[src/rtl/gpio_port_regs.sv]
// gpio_port_regs
//   Two CPU-writable GPIO output ports, two synchronized GPIO input ports with
//   per-port sticky change flags, a CPU readback mux and a level interrupt.
//
// Ports
//   clk       : single clock, all state updates on its rising edge
//   rst       : synchronous active-high reset
//   we1, we2  : write strobes for output ports 1 and 2 (from address decoder)
//   re        : CPU read strobe, qualifies read_sel for change-flag clearing
//   read_sel  : readback select 00=gpi1, 01=gpi2, 10=gpo1, 11=gpo2
//   wd        : CPU write data
//   gpi1/gpi2 : asynchronous external inputs
//   gpo1/gpo2 : registered output ports
//   rd        : CPU read data (combinational mux)
//   irq       : level interrupt, high while either change flag is set
module gpio_port_regs #(
    parameter int WIDTH = 32
) (
    input  logic             clk,
    input  logic             rst,
    input  logic             we1,
    input  logic             we2,
    input  logic             re,
    input  logic [1:0]       read_sel,
    input  logic [WIDTH-1:0] wd,
    input  logic [WIDTH-1:0] gpi1,
    input  logic [WIDTH-1:0] gpi2,
    output logic [WIDTH-1:0] gpo1,
    output logic [WIDTH-1:0] gpo2,
    output logic [WIDTH-1:0] rd,
    output logic             irq
);

    logic [WIDTH-1:0] r_gpo1;
    logic [WIDTH-1:0] r_gpo2;

    logic [WIDTH-1:0] r_gpi1_s1;
    logic [WIDTH-1:0] r_gpi1_s2;
    logic [WIDTH-1:0] r_gpi1_prev;
    logic [WIDTH-1:0] r_gpi2_s1;
    logic [WIDTH-1:0] r_gpi2_s2;
    logic [WIDTH-1:0] r_gpi2_prev;

    logic             r_chg1;
    logic             r_chg2;

    logic             w_det1;
    logic             w_det2;
    logic             w_clr1;
    logic             w_clr2;

    // Output port registers; both may load wd on the same edge.
    always_ff @(posedge clk) begin
        if (rst) begin
            r_gpo1 <= '0;
            r_gpo2 <= '0;
        end else begin
            if (we1) r_gpo1 <= wd;
            if (we2) r_gpo2 <= wd;
        end
    end

    // Stage 1/2: two-flop synchronizers; stage 3: previous-value registers
    // used only for change detection.
    always_ff @(posedge clk) begin
        if (rst) begin
            r_gpi1_s1   <= '0;
            r_gpi1_s2   <= '0;
            r_gpi1_prev <= '0;
            r_gpi2_s1   <= '0;
            r_gpi2_s2   <= '0;
            r_gpi2_prev <= '0;
        end else begin
            r_gpi1_s1   <= gpi1;
            r_gpi1_s2   <= r_gpi1_s1;
            r_gpi1_prev <= r_gpi1_s2;
            r_gpi2_s1   <= gpi2;
            r_gpi2_s2   <= r_gpi2_s1;
            r_gpi2_prev <= r_gpi2_s2;
        end
    end

    assign w_det1 = (r_gpi1_s2 != r_gpi1_prev);
    assign w_det2 = (r_gpi2_s2 != r_gpi2_prev);
    assign w_clr1 = re && (read_sel == 2'b00);
    assign w_clr2 = re && (read_sel == 2'b01);

    // Sticky change flags: a fresh change on the clearing edge wins over the
    // clear so that no event is lost between the read and the flag drop.
    always_ff @(posedge clk) begin
        if (rst) begin
            r_chg1 <= 1'b0;
            r_chg2 <= 1'b0;
        end else begin
            if (w_det1)      r_chg1 <= 1'b1;
            else if (w_clr1) r_chg1 <= 1'b0;

            if (w_det2)      r_chg2 <= 1'b1;
            else if (w_clr2) r_chg2 <= 1'b0;
        end
    end

    always_comb begin
        rd = '0;
        case (read_sel)
            2'b00:   rd = r_gpi1_s2;
            2'b01:   rd = r_gpi2_s2;
            2'b10:   rd = r_gpo1;
            default: rd = r_gpo2;
        endcase
    end

    assign gpo1 = r_gpo1;
    assign gpo2 = r_gpo2;
    assign irq  = r_chg1 | r_chg2;

endmodule

[config.mk]
export PLATFORM = sky130hd
export DESIGN_NAME = gpio_port_regs
export DESIGN_NICKNAME = d
export VERILOG_FILES = /design/src/rtl/gpio_port_regs.sv
export SDC_FILE = /design/constraint.sdc
export NUM_CORES = 1
export LEC_CHECK = 0
export BUFFER_PORTS_ARGS = -buffer_cell sky130_fd_sc_hd__clkbuf_2
export CAP_MARGIN = 20
export CORE_MARGIN = 2
export CORE_UTILIZATION = 53
export DETAILED_ROUTE_END_ITERATION = 12
export PLACE_DENSITY = 0.78
export SYNTH_ARGS = -nofsm -noshare
export SYNTH_HDL_FRONTEND = slang
export SYNTH_SLANG_ARGS = --single-unit
[constraint.sdc]
create_clock -name clk -period 1.1 [get_ports clk]
set_input_delay 0.11 -clock clk [delete_from_list [all_inputs] [get_ports clk]]
set_output_delay 0.11 -clock clk [all_outputs]
set_load 0.01 [all_outputs]
==> metrics.yaml <==
use_met3_pct: 5.03
synth_area_um2: 8970
clock_path_buffers: 3
cp_slowest_stage_delay_ns: 0.47
rows: 47
fp.dieW_um: 134
first_pass_iters: 5
wl_mm: 29.6
clockPowerShare_pct: 41.8
dpl_cell_area_um2: 10500
irDropWorstVdd_mv: 1.29
whs_path_depth: 4
maxCapViolCount: 0
grt_busiest_layer: "met2"
num_antenna_cells: 0
pwr-share-seq_pct: 45.1
switching_share_pct: 23.6
boundaryPins: 200
dp_hpwl_mm: 14.6
ys.warnings.count: 0
violations: "setup timing"
gp_congestion: 0.790
post-route-drc-count: 0
timing.rr.start: "r_gpi1_s2[16]"
drtAntennaViolNets: 0
cts_tree: "built"
drive_above_1_share_pct: 47.1
grt_util_met1_pct: 33.2
fin_area_um2: 14200
start_kind: "flip-flop"
switching_power_mw: 5.29
intPower_mw: 17.1
grt_start_max_net_pins: 59
combPwrFrac_pct: 13.1
setup-violations-final: 74
finalClockSkew_ns: 0.0204
numCtsBuffers: 26
crit_chain: "buf_6 -> mux4_2 -> clkbuf_2"
slowest_stage: "mux4_2"
fmax_ghz: 0.588
setup_ws_ns: -0.600
syn_inst: 745
post-route-period-util_pct: 155
overflow: 0
use_met2_pct: 51.8
max_slew.worst_pin.slew_ns: 0.329
clock_latency_ns: 0.53
r2r_cells: 5
cts.htree.levels: 1
dp.cells: 1158
path_buf_inv: 2
ys_seq_area_share_pct: 57.5
num_vias: 7286
nets: 1255
final_hold_viol_count: 0
max_slew_margin_pct: 77.9
die-area_um2: 18000
die_h_um: 134
clkSlewWorstSetupHoldPaths_ns: 0.06
fin_crit_ns: 1.70
grt_pass1_wl_mm: 39.3
syn_nets: 848
cp_top_family: "multiplexers"
syn_to_final_growth_pct: 57.8
power_density_nw_per_um2: 1580
instances_no_fill: 1391
hold_path_class: "in -> reg"
cp-startpoint: "r_gpi2_s2[13]"
routed_via_density: 5.24
min_to: "r_chg2"
p_leak_nw: 6.14
totalNegativeSetupSlack_ns: -20.30
timing_worst_setup_path_type: "reg -> out"
rr_endpoint: "r_chg1"
start_util_pct: 54.1
antenna_found_initial: 0
slew_violations: 0
holdWs_ns: 0.0442
gr-usage-all-layers_pct: 28.2
crit_arrival_ns: 1.59
drt_iter0_drc: 391
reg2reg_slack_ns: -0.36
core-area_um2: 16600
crit_fanout: 2
clockRootBuffer: "clkbuf_16"
io_buffers: 199
cp-end-kind: "output port"
status: "finished with violations"
routedWlPerCell_um: 21.3
hold_path.startpoint: "re"
syn_area_per_cell_um2: 12.0
rsz0062_at_grt: "yes"
grt_pass1_vias: 7361
crit_required_ns: 0.99
clock-sinks: 258
ys_types: 21
ys_seq_elements: 258
==> routing by layer <==
metal	wire length, um	part of all wire [%]
met1	11300	38
met5	0	0
met4	1260	4.2
met3	1640	5.5
met2	15500	52
==> worst reg2reg max path, stage by stage (launching register included) <==
cell,delay (ns)
dfxtp_4,0.36
buf_4,0.14
xnor2_1,0.28
nand4_1,0.20
nor3_2,0.25
a31oi_1,0.09
==> state kept, by name (all words and copies together) (netlist names) <==
name	cells
r_gpi1_s1	32
r_gpi1_prev	32
r_gpi2_s2	32
r_chg2	1
r_gpi1_s2	32
r_gpi2_s1	32
gpo1	32
r_chg1	1
r_gpi2_prev	32
gpo2	32
==> power groups by stage <==
stage	logic (mW)	registers (mW)	clock network, mW
floorplan	1.04	10.2	0
global placement	1.82	10.2	0
detailed placement	1.85	10.2	0
CTS	2.48	10.0	9.29
global route	3.07	10.1	9.79
finish	2.92	10.1	9.37
==> metrics by stage <==
step / power [mW] / worst slack [ns] / utilization, %
4_1_cts: 21.8 / -0.576 / 81.4
3_3_place_gp: 12.1 / -0.198 / 63.2
6_report: 22.4 / -0.600 / 85.4
5_1_grt: 23.0 / -0.621 / 85.4
3_5_place_dp: 12.1 / -0.303 / 63.2
2_1_floorplan: 11.3 / 0.0768 / -
==> layout by cell type (no fill, tap or decap), drive strengths merged, types with 3 or more instances in the layout <==
cell type    instances
mux2i               64
and2b                6
buf                195
xnor2               64
nor2b              186
mux4                32
nor2                64
bufinv               3
clkinv               4
clkbuf             164
nand4               16
dfxtp              258
dlygate4sd3        103
==> final cells by class <==
| class | instances | area, um^2 |
|---|---|---|
| tap | 220 | 275 |
| fill | 742 | 2420 |
| clock buffer | 39 | 779 |
| multi-input combinational | 443 | 3800 |
| timing repair buffer | 423 | 3810 |
| clock inverter | 8 | 133 |
| sequential | 258 | 5370 |
==> synthesized netlist by cell type <==
cell type	n	area [um^2]
or2_2	1	6.26
buf_2	19	95.1
mux2i_1	64	641
nand3b_1	1	7.51
and2b_1	6	45.0
nor4_1	2	12.5
or3b_1	1	8.76
buf_4	4	30.0
a21oi_1	2	10.0
buf_6	1	11.3
nor2b_1	186	1160
mux4_2	29	653
nor3_1	2	10.0
dfxtp_1	258	5160
mux4_1	3	78.8
buf_12	3	60.1
clkbuf_1	17	63.8
xnor2_1	64	561
nor2_1	64	240
nand4_1	16	100
a31oi_1	2	12.5
==> logic make-up (layout without fill, tap and decap cells) <==
group                     after synthesis  count (layout)  synth area share, %
AOI/OAI and AO/OA                       4               4                0.251
xor gates and xnor gates               64              64                 6.25
buffers and inverters                  44             470                 2.90
DFF                                   258             258                 57.5
muxes                                  96              96                 15.3
and+or+nand+nor                       279             279                 17.8
==> worst max-delay path by stage <==
stage	endpoint	slack [ns]	depth (start not counted)
5_1_grt	rd[13]	-0.62	3
2_1_floorplan	r_chg1	0.08	4
3_5_place_dp	r_chg1	-0.30	4
4_1_cts	rd[22]	-0.58	3
6_report	rd[13]	-0.60	3
3_3_place_gp	rd[0]	-0.20	4
==> what timing repair did <==
action                                  CTS  global route
endpoints found under the hold margin   131             0
gates resized for setup                 218           175
pin swaps                                31            15
endpoints found under the setup margin   99            99
hold buffers                            103             0
buffers inserted                         66            26
Note: power is estimated with default switching activity, not from simulation.
